<file path="config.mk">
export PLATFORM = sky130hd
export DESIGN_NAME = prog_delay_line
export DESIGN_NICKNAME = d
export VERILOG_FILES = /design/src/rtl/prog_delay_pkg.sv /design/src/rtl/delay_shift_reg.sv /design/src/rtl/prog_delay_line.sv
export SDC_FILE = /design/constraint.sdc
export NUM_CORES = 1
export LEC_CHECK = 0
export ABC_AREA = 1
export CAP_MARGIN = 10
export CORE_MARGIN = 2
export CORE_UTILIZATION = 57
export CTS_CLUSTER_DIAMETER = 200
export DETAILED_ROUTE_END_ITERATION = 7
export PLACE_DENSITY_LB_ADDON = 0.08
export SLEW_MARGIN = 40
export SYNTH_ARGS = -nofsm -noshare
export SYNTH_HDL_FRONTEND = slang
export SYNTH_HIERARCHICAL = 1
export SYNTH_SLANG_ARGS = --single-unit
</file>
<file path="constraint.sdc">
create_clock -name clk -period 3.7 [get_ports clk]
set_input_delay 0.74 -clock clk [delete_from_list [all_inputs] [get_ports clk]]
set_output_delay 0.74 -clock clk [all_outputs]
set_load 0.01 [all_outputs]
</file>
<file path="src/rtl/prog_delay_pkg.sv">
// Shared types and helpers for the programmable delay line.
package prog_delay_pkg;

    typedef enum logic {
        FILL = 1'b0,
        RUN  = 1'b1
    } state_t;

    // Width of a delay value able to hold 0..max_delay.
    function automatic int delay_width(int max_delay);
        return $clog2(max_delay + 1);
    endfunction

    // Requested delay forced into the legal range 1..max_delay.
    function automatic int clamp_delay(int sel, int max_delay);
        if (sel < 1) begin
            return 1;
        end
        if (sel > max_delay) begin
            return max_delay;
        end
        return sel;
    endfunction

endpackage

</file>
<file path="src/rtl/delay_shift_reg.sv">
// History shift register with valid bits, a synchronous valid-clear and a
// combinational tap. Tap select 0 is the live input; select n is stage n-1.
// The output register in the top level supplies the final stage, so DEPTH
// registered stages here give delays up to DEPTH+1.
module delay_shift_reg #(
    parameter int DATA_W = 2,
    parameter int DEPTH  = 15,
    parameter int SEL_W  = 5
) (
    input  logic              clk,
    input  logic              rst,
    input  logic              in_valid,
    input  logic [DATA_W-1:0] in_data,
    input  logic              clear,
    input  logic [SEL_W-1:0]  sel,
    output logic              tap_valid,
    output logic [DATA_W-1:0] tap_data
);

    logic [DATA_W-1:0] data_q  [DEPTH];
    logic              valid_q [DEPTH];

    // Shift every cycle; clear drops every stored valid but the incoming one.
    always_ff @(posedge clk) begin
        if (rst) begin
            for (int i = 0; i < DEPTH; i++) begin
                data_q[i]  <= '0;
                valid_q[i] <= 1'b0;
            end
        end else begin
            data_q[0]  <= in_data;
            valid_q[0] <= in_valid;
            for (int i = 1; i < DEPTH; i++) begin
                data_q[i]  <= data_q[i-1];
                valid_q[i] <= clear ? 1'b0 : valid_q[i-1];
            end
        end
    end

    // Tap mux; a stage read during a clear is treated as already invalid.
    always_comb begin
        tap_data  = in_data;
        tap_valid = in_valid;
        for (int i = 0; i < DEPTH; i++) begin
            if (int'(sel) == i + 1) begin
                tap_data  = data_q[i];
                tap_valid = valid_q[i] & ~clear;
            end
        end
    end

endmodule

</file>
<file path="src/rtl/prog_delay_line.sv">
// Multi-channel delay line with runtime-selectable latency 1..MAX_DELAY.
// Optional per-channel output inversion is enabled by defining DELAY_INVERT_EN.
module prog_delay_line
    import prog_delay_pkg::*;
#(
    parameter int WIDTH         = 1,
    parameter int CHANNELS      = 2,
    parameter int MAX_DELAY     = 16,
    parameter int DEFAULT_DELAY = 4
) (
    input  logic                                clk,
    input  logic                                rst,
    input  logic                                in_valid,
    input  logic [CHANNELS*WIDTH-1:0]           in_data,
    input  logic                                delay_load,
    input  logic [delay_width(MAX_DELAY)-1:0]   delay_sel,
    input  logic [CHANNELS-1:0]                 invert_mask,
    output logic                                out_valid,
    output logic [CHANNELS*WIDTH-1:0]           out_data,
    output logic                                busy,
    output logic [delay_width(MAX_DELAY)-1:0]   cur_delay
);

    localparam int DW  = delay_width(MAX_DELAY);
    localparam int TOT = CHANNELS * WIDTH;
    localparam logic [DW-1:0] DEF_D = DW'(DEFAULT_DELAY);

    state_t          state, state_nxt;
    logic [DW-1:0]   fill_cnt, fill_cnt_nxt;
    logic [DW-1:0]   new_delay, eff_delay, tap_sel;
    logic            tap_valid;
    logic [TOT-1:0]  tap_data, shaped_data;

    assign new_delay = DW'(clamp_delay(int'(delay_sel), MAX_DELAY));
    // The load edge already taps with the new delay so a coincident sample
    // (including D=1, straight into the output register) keeps its place.
    assign eff_delay = delay_load ? new_delay : cur_delay;
    assign tap_sel   = eff_delay - DW'(1);

    delay_shift_reg #(
        .DATA_W (TOT),
        .DEPTH  (MAX_DELAY - 1),
        .SEL_W  (DW)
    ) u_hist (
        .clk       (clk),
        .rst       (rst),
        .in_valid  (in_valid),
        .in_data   (in_data),
        .clear     (delay_load),
        .sel       (tap_sel),
        .tap_valid (tap_valid),
        .tap_data  (tap_data)
    );

`ifdef DELAY_INVERT_EN
    logic [TOT-1:0] inv_bits;

    // Expand the live per-channel mask to full channel width.
    always_comb begin
        inv_bits = '0;
        for (int c = 0; c < CHANNELS; c++) begin
            inv_bits[c*WIDTH +: WIDTH] = {WIDTH{invert_mask[c]}};
        end
    end

    assign shaped_data = tap_data ^ inv_bits;
`else
    logic unused_invert_mask;

    assign unused_invert_mask = ^invert_mask;
    assign shaped_data        = tap_data;
`endif

    // Output register: last stage of the delay.
    always_ff @(posedge clk) begin
        if (rst) begin
            out_valid <= 1'b0;
            out_data  <= '0;
        end else begin
            out_valid <= tap_valid;
            out_data  <= shaped_data;
        end
    end

    // State register, fill counter and delay in effect.
    always_ff @(posedge clk) begin
        if (rst) begin
            state     <= FILL;
            fill_cnt  <= '0;
            cur_delay <= DEF_D;
        end else begin
            state    <= state_nxt;
            fill_cnt <= fill_cnt_nxt;
            if (delay_load) begin
                cur_delay <= new_delay;
            end
        end
    end

    // Next-state: a load always restarts the fill.
    always_comb begin
        state_nxt    = state;
        fill_cnt_nxt = fill_cnt;
        if (delay_load) begin
            state_nxt    = FILL;
            fill_cnt_nxt = '0;
        end else begin
            case (state)
                FILL: begin
                    if (fill_cnt == cur_delay - DW'(1)) begin
                        state_nxt = RUN;
                    end else begin
                        fill_cnt_nxt = fill_cnt + DW'(1);
                    end
                end
                RUN:     state_nxt = RUN;
                default: state_nxt = FILL;
            endcase
        end
    end

    // State-decoded outputs.
    always_comb begin
        busy = (state == FILL);
    end

endmodule

</file>
Yosys cells after proc, flatten, opt, wreduce, memory -nomap -nowiden
Memory sizes are Yosys's and may differ from the RTL's.
Cells that the tools add are included.
- register bits after elaboration: 14
- memory bits (writable): 45
- input port bits: 13
- output and inout bits: 9
- logic and storage cells: 165
- memories kept: 2
- memory list (name ; words ; width ; read ports ; clocked after Yosys merged registers in ; wr ports ; line ; text):
    u_hist.data_q ; 15 ; 2 ; 15 ; 0 ; 15 ; delay_shift_reg.sv:20 ; logic [DATA_W-1:0] data_q [DEPTH];
    u_hist.valid_q ; 15 ; 1 ; 15 ; 0 ; 15 ; delay_shift_reg.sv:21 ; logic valid_q [DEPTH];
- add/subtract/negate cells: 3
- $lt $le $gt $ge: 2
- eq/ne operators: 16
- multiplexer cells: 87
- bitwise operators: 48
- reductions and logical operators: 2
- operators with widths (kind ; number):
    2-bit two-way mux ; 30
    1-bit two-way mux ; 52
    5-bit == test (second input constant) ; 8
    1-bit bitwise OR ; 30
    5-bit by 4-bit == test with 1-bit output (second input constant) ; 4
    5-bit two-way mux ; 4
    1-bit AND ; 15
    5-bit by 3-bit == test with 1-bit output (second input constant) ; 2
    5-bit by 1-bit subtractor with 5-bit output (second input constant) ; 2
    5-bit by 1-bit adder with 5-bit output (second input constant) ; 1
    5-bit by 2-bit == test with 1-bit output (second input constant) ; 1
    5-bit == test ; 1
    5-bit > comparator (second input constant) ; 1
    5-bit by 1-bit < comparator with 1-bit output (second input constant) ; 1
    1-bit NOT ; 3
    1-bit case mux with 2 select lines ; 1
    2-bit AND reduction ; 1
    2-bit OR reduction ; 1

Logic depth before layout (Yosys ltp)
Gate-level depths: netlist of run 1.
- depth after elaboration: 23
- depth in mapped cells: 34
- depth with buffers taken out: 34

By module
Netlist of run 1, hierarchy kept.
- modules (own cells, without submodules) (module ; instances ; cells each ; area each (µm²) ; sequential area each (µm²)):
    delay_shift_reg ; 1 ; 306 ; 2009.4 ; 900.9
    prog_delay_line ; 1 ; 115 ; 790.8 ; 280.3

Worst setup path before layout of run 1
Ideal clock, no wire load.
- path kind: input to register
- start point: in delay_load
- end point: reg out_valid
- setup time: 125 ps
- arrival: 3283 ps
- data required time: 3575 ps
- slack: 292 ps
- stages: 33
- path buffers: 0
- cell sequence: inv_1 > or2_4 > clkinv_2 > o21ai_1 > o21a_1 > ha_1 > nand3b_1 > xor2_1 > nor2_4 > nand2_4 > inv_1 > nand2_1 > nand3_1 > nand2_1 > nand2_1 > nand2_1 > nand2_1 > nand2_1 > nand2_1 > nand2_1 > nand2_1 > nand2_1 > nand2_1 > nand2_1 > nand2_1 > nand2_1 > nand2_1 > nand2_1 > nand2_1 > a21oi_1 > nor2_1 > inv_1 > nor2_1
- longest elaborated chain between the ends: 18
- elaborated cells between the ends (all ways): 48
- those cells by class: add/sub (1); eq/ne (15); mux (16); bitwise (16)
- ends and longest elaborated chain (item ; line ; text):
    start: declaration ; prog_delay_line.sv:15 ; input logic delay_load,
    5-bit two-way mux (*) ; n/a ;
    5-bit by 1-bit subtractor with 5-bit output (*) ; prog_delay_line.sv:38 ; assign tap_sel = eff_delay - DW'(1);
    named net tap_sel[0] ; prog_delay_line.sv:30 ; logic [DW-1:0] new_delay, eff_delay, tap_sel;
    5-bit by 2-bit == test with 1-bit output ; delay_shift_reg.sv:45 ; if (int'(sel) == i + 1) begin
    1-bit two-way mux (14 in series) ; delay_shift_reg.sv:45 ;
    1-bit two-way mux (*) ; delay_shift_reg.sv:45 ;
    named net tap_valid ; prog_delay_line.sv:31 ; logic tap_valid;
    end signal: assignment ; prog_delay_line.sv:80 ; out_valid <= tap_valid;
    end: declaration ; prog_delay_line.sv:18 ; output logic out_valid,
Mark *: on every way through the listed nets, which the timed path passes. The rest lies on a longest branch.
A chain may end at the register's enable or synchronous reset.

Worst setup path after layout of run 1
Ends and elaborated chain as after synthesis.

==> metrics, run 1 <==
post-layout min period=3340 ps; outcome=finished clean; Worst Path Required=3920 ps; CP max FO=4; Tcrit/Tclk final=90.4%; CTS tree=yes; Layout area overhead=28.0%; Die H=74.1 um; Hold Path Stages=2; Initial Util=59.3%; max incr delay on CP=260 ps; Max Freq=0.299 GHz; CP Class=in2reg; DRT iter0 DRCs=90; Root Buffer=clkbuf_8; Core Rows=25; CP Capture Type=register; DRT Pass-1 Iters=4; endpoints failing hold=0; PortBufs=19; total nets after synthesis=437; Mapped Cells=421; max_slew headroom=66.1%; vias in the first global route=2374; Post-DP HPWL=4210 um; hold_ws=421 ps; nets@finish=495; pre-CTS WS=-375 ps; core area=0.00472 mm^2; Startpoint Class=primary input; Synthesis Warnings=6; final WL=5750 um; Mapped Area=0.00280 mm^2; largest net degree at the start of global routing=22; post-DR vias/cell=4.65; post-synthesis sequential area ratio=42.2%; setup ws final=356 ps; CP arrival=3570 ps; clk sinks=59; worst vdd ir=0.302 mV; post-route ant nets=0; MaxCap Viol Count=0; via count=2564; Inserted Diodes=0; fraction of layout cells with a size suffix above 1=17.8%; GR Util All Layers=23.4%; Reg2Reg Depth=30; die width=74.1 um; syn_area_per_cell=6.65 um^2; final setup fails=0; Primary FF master, synth=dfxtp_1; Inst Count DP=530; GRT overflow=0; total CTS buffers=9; Hold WC Path Type=reg2reg; CP dominant cell by count=nand2_1; Clock Pin Slew Worst Setup and Hold Paths=60 ps; RSZ-0062 raised after global routing=false; DRC=0; number of synthesized flops with an enable pin=0; clock latency on the worst-skew pair=340 ps; final RePlAce weighted congestion=0.792; Die Footprint=0.00549 mm^2; Worst-Margin Slew=507 ps; htree depth=3; ys async rst share=0%; power per cell area=439 mW/mm^2; Non-Filler Instances=551; Leak=0.00170 uW; slowest CP cell=or2_4; Slew Limit Fails=0; first-pass GRT wire length=9720 um; clock skew=9.52 ps; initial antenna violation count=0; Ports=22; WL/cell=10.4 um; #FFs+latches synth=59; synth unique cells=33; clock buffer depth=2
[routing by layer]
metal  part of all wire [%]  wire [um]  vias up  GRT usage, %
met3                    2.7        153       15          5.42
met2                     48       2740       33          40.6
met1                     47       2700     1141          26.6
met5                      0          0        -             0
li1                       -          -     1375             -
met4                    2.7        155        0          12.3
[path summary, 6_finish.rpt]
kind	start	endpoint	slack [ps]
worst min register to register	u_hist/data_q[0][18]	u_hist/data_q[0][20]	420
worst min-delay path	u_hist/data_q[0][18]	u_hist/data_q[0][20]	420
worst max-delay path	delay_load	out_valid	360
worst max register to register	cur_delay[0]	out_valid	760
[registers in the layout, indices dropped and copies added (netlist names)]
name / count
u_hist/data_q: 30
u_hist/valid_q: 15
cur_delay: 5
fill_cnt: 5
out_data: 2
out_valid: 1
state: 1
[worst max-delay path, delay by kind of cell]
family	cells	cell delay [ps]
simple gates	25	1910
buf+inv	5	520
compound gates	2	340
xor+xnor	1	60
[power by group]
part / switching [uW] / internal (uW)
combinational: 190 / 149
sequential: 8.99 / 652
clock: 246 / 326
total: 445 / 1130
[synthesized netlist by cell type, drive strengths merged, types with 2 or more instances]
library cell  number  area (um^2)
a21oi             16         83.8
nand2             99          384
clkbuf             6         22.5
nor3               2         15.0
o21ai             10         50.0
nand4              2         12.5
a31oi              3         18.8
or2                3         21.3
dfxtp             59         1180
nand3             35          185
nor2              76          325
clkinv             2         8.75
xnor2              2         17.5
xor2               5         43.8
inv               92          345
ha                 3         37.5
[layout by cell type (no fill, tap or decap), drive strengths merged]
cell type,n
or2,3
bufinv,1
dfxtp,59
clkdlybuf4s50,13
clkinv,4
o21ai,10
xor2,5
xnor2,2
nand3b,1
a22oi,1
dlymetal6s2s,6
o21a,1
nor3,2
inv,93
nand2,99
o31ai,1
nand3,35
o22ai,1
ha,3
a21oi,16
nand4,2
a31oi,3
nor2,76
clkbuf,11
clkinvlp,1
buf,35
[final cells by class]
| type | count | area [um^2] |
|---|---|---|
| Multi-Input combinational cell | 261 | 1290 |
| Sequential cell | 59 | 1180 |
| Fill cell | 348 | 1140 |
| Timing Repair Buffer | 54 | 472 |
| Inverter | 94 | 358 |
| Clock buffer | 11 | 141 |
| Tap cell | 67 | 83.8 |
| Clock inverter | 5 | 52.6 |
[stage by stage]
| step | total power, uW | TNS, ps | util [%] | cell area (um^2) |
|---|---|---|---|---|
| final | 1570 | 0 | 75.9 | 3580 |
| after global routing | 1650 | 0 | 75.9 | 3580 |
| after CTS | 1560 | 0 | 73.7 | 3480 |
| after detailed placement | 990 | -1120 | 69.3 | 3270 |
| after global placement | 982 | -913 | 69.3 | 3270 |
| after floorplan | 871 | 0 | - | 2800 |
[logic make-up after synthesis]
| kind of cell | Yosys count | share of synthesized area [%] |
|---|---|---|
| adder cells (fa/ha/maj) | 3 | 1.34 |
| AO/OA/AOI/OAI | 33 | 6.70 |
| XOR/XNOR | 7 | 2.19 |
| flip-flops | 59 | 42.2 |
| buffers and inverters | 101 | 13.6 |
| AND/OR/NAND/NOR | 218 | 34.0 |
[what timing repair did]
| item | CTS | global route |
|---|---|---|
| pin swaps | 0 | 18 |
| gates resized for setup | 3 | 21 |
| hold endpoints to repair | 0 | 0 |
| gates cloned | 0 | 0 |
| setup endpoints to repair | 3 | 3 |
| hold buffers | 0 | 0 |
| buffers inserted | 0 | 5 |
Note: power is estimated with default switching activity, not from simulation.
==> run 2: changes to the inputs <==
- CORE_ASPECT_RATIO: unset -> 0.9
==> metrics, run 2 (synthesized netlist as in run 1, its figures left out) <==
outcome=finished clean; Hold Path Stages=2 (unchanged); Startpoint Class=primary input; met2 usage=39.4% (-1.2 points); Root Buffer=clkbuf_8; Hold WC Path Type=reg2reg; commonest non-fill, non-tap cell in the layout=nand2_1; final RePlAce weighted congestion=0.832 (+5.0%); Die H=70.5 um (-4.9%); RSZ-0062 raised after global routing=false; first-pass GRT wire length=9960 um (+2.5%); vias in the first global route=2424 (+2.1%); DRT iter0 DRCs=58 (-36%); reg2reg start=cur_delay[1]; fraction of layout cells with a size suffix above 1=16.8% (-1.0 points); multi-input logic area=0.00133 mm^2 (+2.3%); worst vdd ir=0.311 mV (+3.0%); Non-Filler Instances=542 (-1.6%); Leak=0.00169 uW (-0.38%); CP Capture Type=register; total CTS buffers=9 (unchanged); register area=0.00118 mm^2 (unchanged); Initial Util=58.6% (-0.64 points); largest net degree at the start of global routing=25 (+14%); Largest Register=u_hist/data_q; clock skew=6.75 ps (-2.77 ps); Fin Setup TNS=0 ps (unchanged); WL/cell=10.9 um (+4.5%); die width=77.9 um (+5.1%); initial antenna violation count=0 (unchanged); met3 Use GR=8.40% (+3.0 points); Hold Path Sink=u_hist/data_q[0][20]; Die Footprint=0.00549 mm^2 (about the same); hold path start=u_hist/data_q[0][18]; Core Rows=24 (-4.0%); worst reg2reg setup slack=740 ps (-20 ps); CP Class=in2reg; post-layout min period=3400 ps (+57.8 ps); Worst-Margin Slew=794 ps (+287 ps); nets@finish=489 (-1.2%); PortBufs=19 (unchanged); Clock Pin Slew Worst Setup and Hold Paths=60 ps (about the same); DRC=0 (unchanged); Max Freq=0.294 GHz (-1.7%); post-DR vias/cell=4.78 (+2.8%); Layout area overhead=27.3%; post-route ant nets=0 (unchanged); reg-to-reg endpoint=out_data[1]; DRT Pass-1 Iters=4 (unchanged); Inst Count DP=522 (-1.5%); Reg2Reg Depth=29 (-3.3%); final setup fails=0 (unchanged); CTS tree=yes; endpoints failing hold=0 (unchanged); Post-DP HPWL=3940 um (-6.4%); CP max FO=3 (-1); power per cell area=442 mW/mm^2 (+0.76%); clock buffer depth=2 (unchanged); met1 GRT Util=26.8% (+0.15 points); Worst Path Required=3980 ps (+60 ps); htree depth=3 (unchanged); CP arrival=3680 ps (+110 ps); Slew Limit Fails=0 (unchanged); final WL=5910 um (+2.8%); core area=0.00477 mm^2 (+1.1%); most frequent cells in the layout=nand2_1 (96), inv_1 (85), nor2_1 (67); grt peak-use layer=met2; GR Util All Layers=23.2% (-0.16 points); max reg flops=30 (unchanged); via count=2593 (+1.1%); Ports=22 (unchanged); fill cell count=368 (+5.7%); Tcrit/Tclk final=91.9% (+1.6 points); max_slew headroom=46.9% (-19 points); clk sinks=59 (unchanged); MaxCap Viol Count=0 (unchanged); largest registers=u_hist/data_q (30), u_hist/valid_q (15); GRT overflow=0 (unchanged); Inserted Diodes=0 (unchanged); clock latency on the worst-skew pair=340 ps (about the same)
## run 2: changes by cell type in the layout (fill, tap and decap cells not counted), moves of 2 or more
cell,before,now
buf_4,34,27
clkinv_2,3,1
nand3_1,32,28
nand3_2,2,7
nor3_2,2,0
## run 2: metrics by stage
| stage | setup slack (ps) | utilization (%) | power [uW] | hold slack, ps | instance area, um^2 |
|---|---|---|---|---|---|
| 3_3_place_gp | -340 | 67.5 | 969 | 409 | 3220 |
| 4_1_cts | 2.09 | 72.1 | 1560 | 422 | 3440 |
| 5_1_grt | 25.7 | 74.7 | 1650 | 441 | 3560 |
| 6_report | 298 | 74.7 | 1580 | 420 | 3560 |
| 3_5_place_dp | -376 | 67.5 | 974 | 413 | 3220 |
| 2_1_floorplan | 292 | - | 871 | 400 | 2800 |
## run 2: timing repair
action / CTS / global route
pin swaps: 0 / 13
cloned: 0 / 0
hold buffers: 0 / 0
gates resized for setup: 2 / 26
endpoints found under the setup margin: 3 / 3
setup buffers: 1 / 4
## run 2: worst max-delay path by stage
stage,startpoint,to,slack (ps),cells after the start
after global placement,delay_load,out_data[1],-340,34
after detailed placement,delay_load,out_data[1],-380,34
after global routing,delay_sel[0],out_data[0],30,28
final,delay_sel[0],out_data[0],300,28
after floorplan,delay_load,out_valid,290,33
after CTS,delay_load,out_data[0],2,31
## run 2: final cells by class
type	count	area share, %
multi-input combinational	261	37.2
sequential	59	33.1
timing repair buffer	48	12.0
inverter	94	9.97
clock buffer	13	4.46
tap	65	2.28
clock inverter	2	0.983
## run 2: routing by layer
layer / share of wire, % / up-vias
li1: - / 1360
met1: 46 / 1175
met2: 47 / 51
met3: 5.1 / 7
met4: 1.2 / 0
met5: 0 / -
## run 2: power by group
group          leakage, uW  internal (uW)  switching, uW
combinational      0.00111            144            193
clock            0.0000995            343            233
sequential        0.000479            652           9.07
total              0.00169           1140            436
## run 2: critical path, stage by stage
cell and delay, ps:
clkdlybuf4s50_1 420, o21ai_2 140, o21a_1 220, ha_4 150, nand3b_1 120, xor2_2 210, nor2_4 150, nand2_2 90
nor3_4 240, buf_6 130, a21oi_1 30, nand2_1 60, nand2_1 60, nand2_1 50, nand2_1 50, nand2_1 50
nand2_1 50, nand2_1 80, nand3_2 70, nand3_2 90, nand3_2 70, nand3_2 70, nand3_2 50, nand2_1 70
nand2_1 40, nand2_1 60, inv_1 30, nor2_1 70
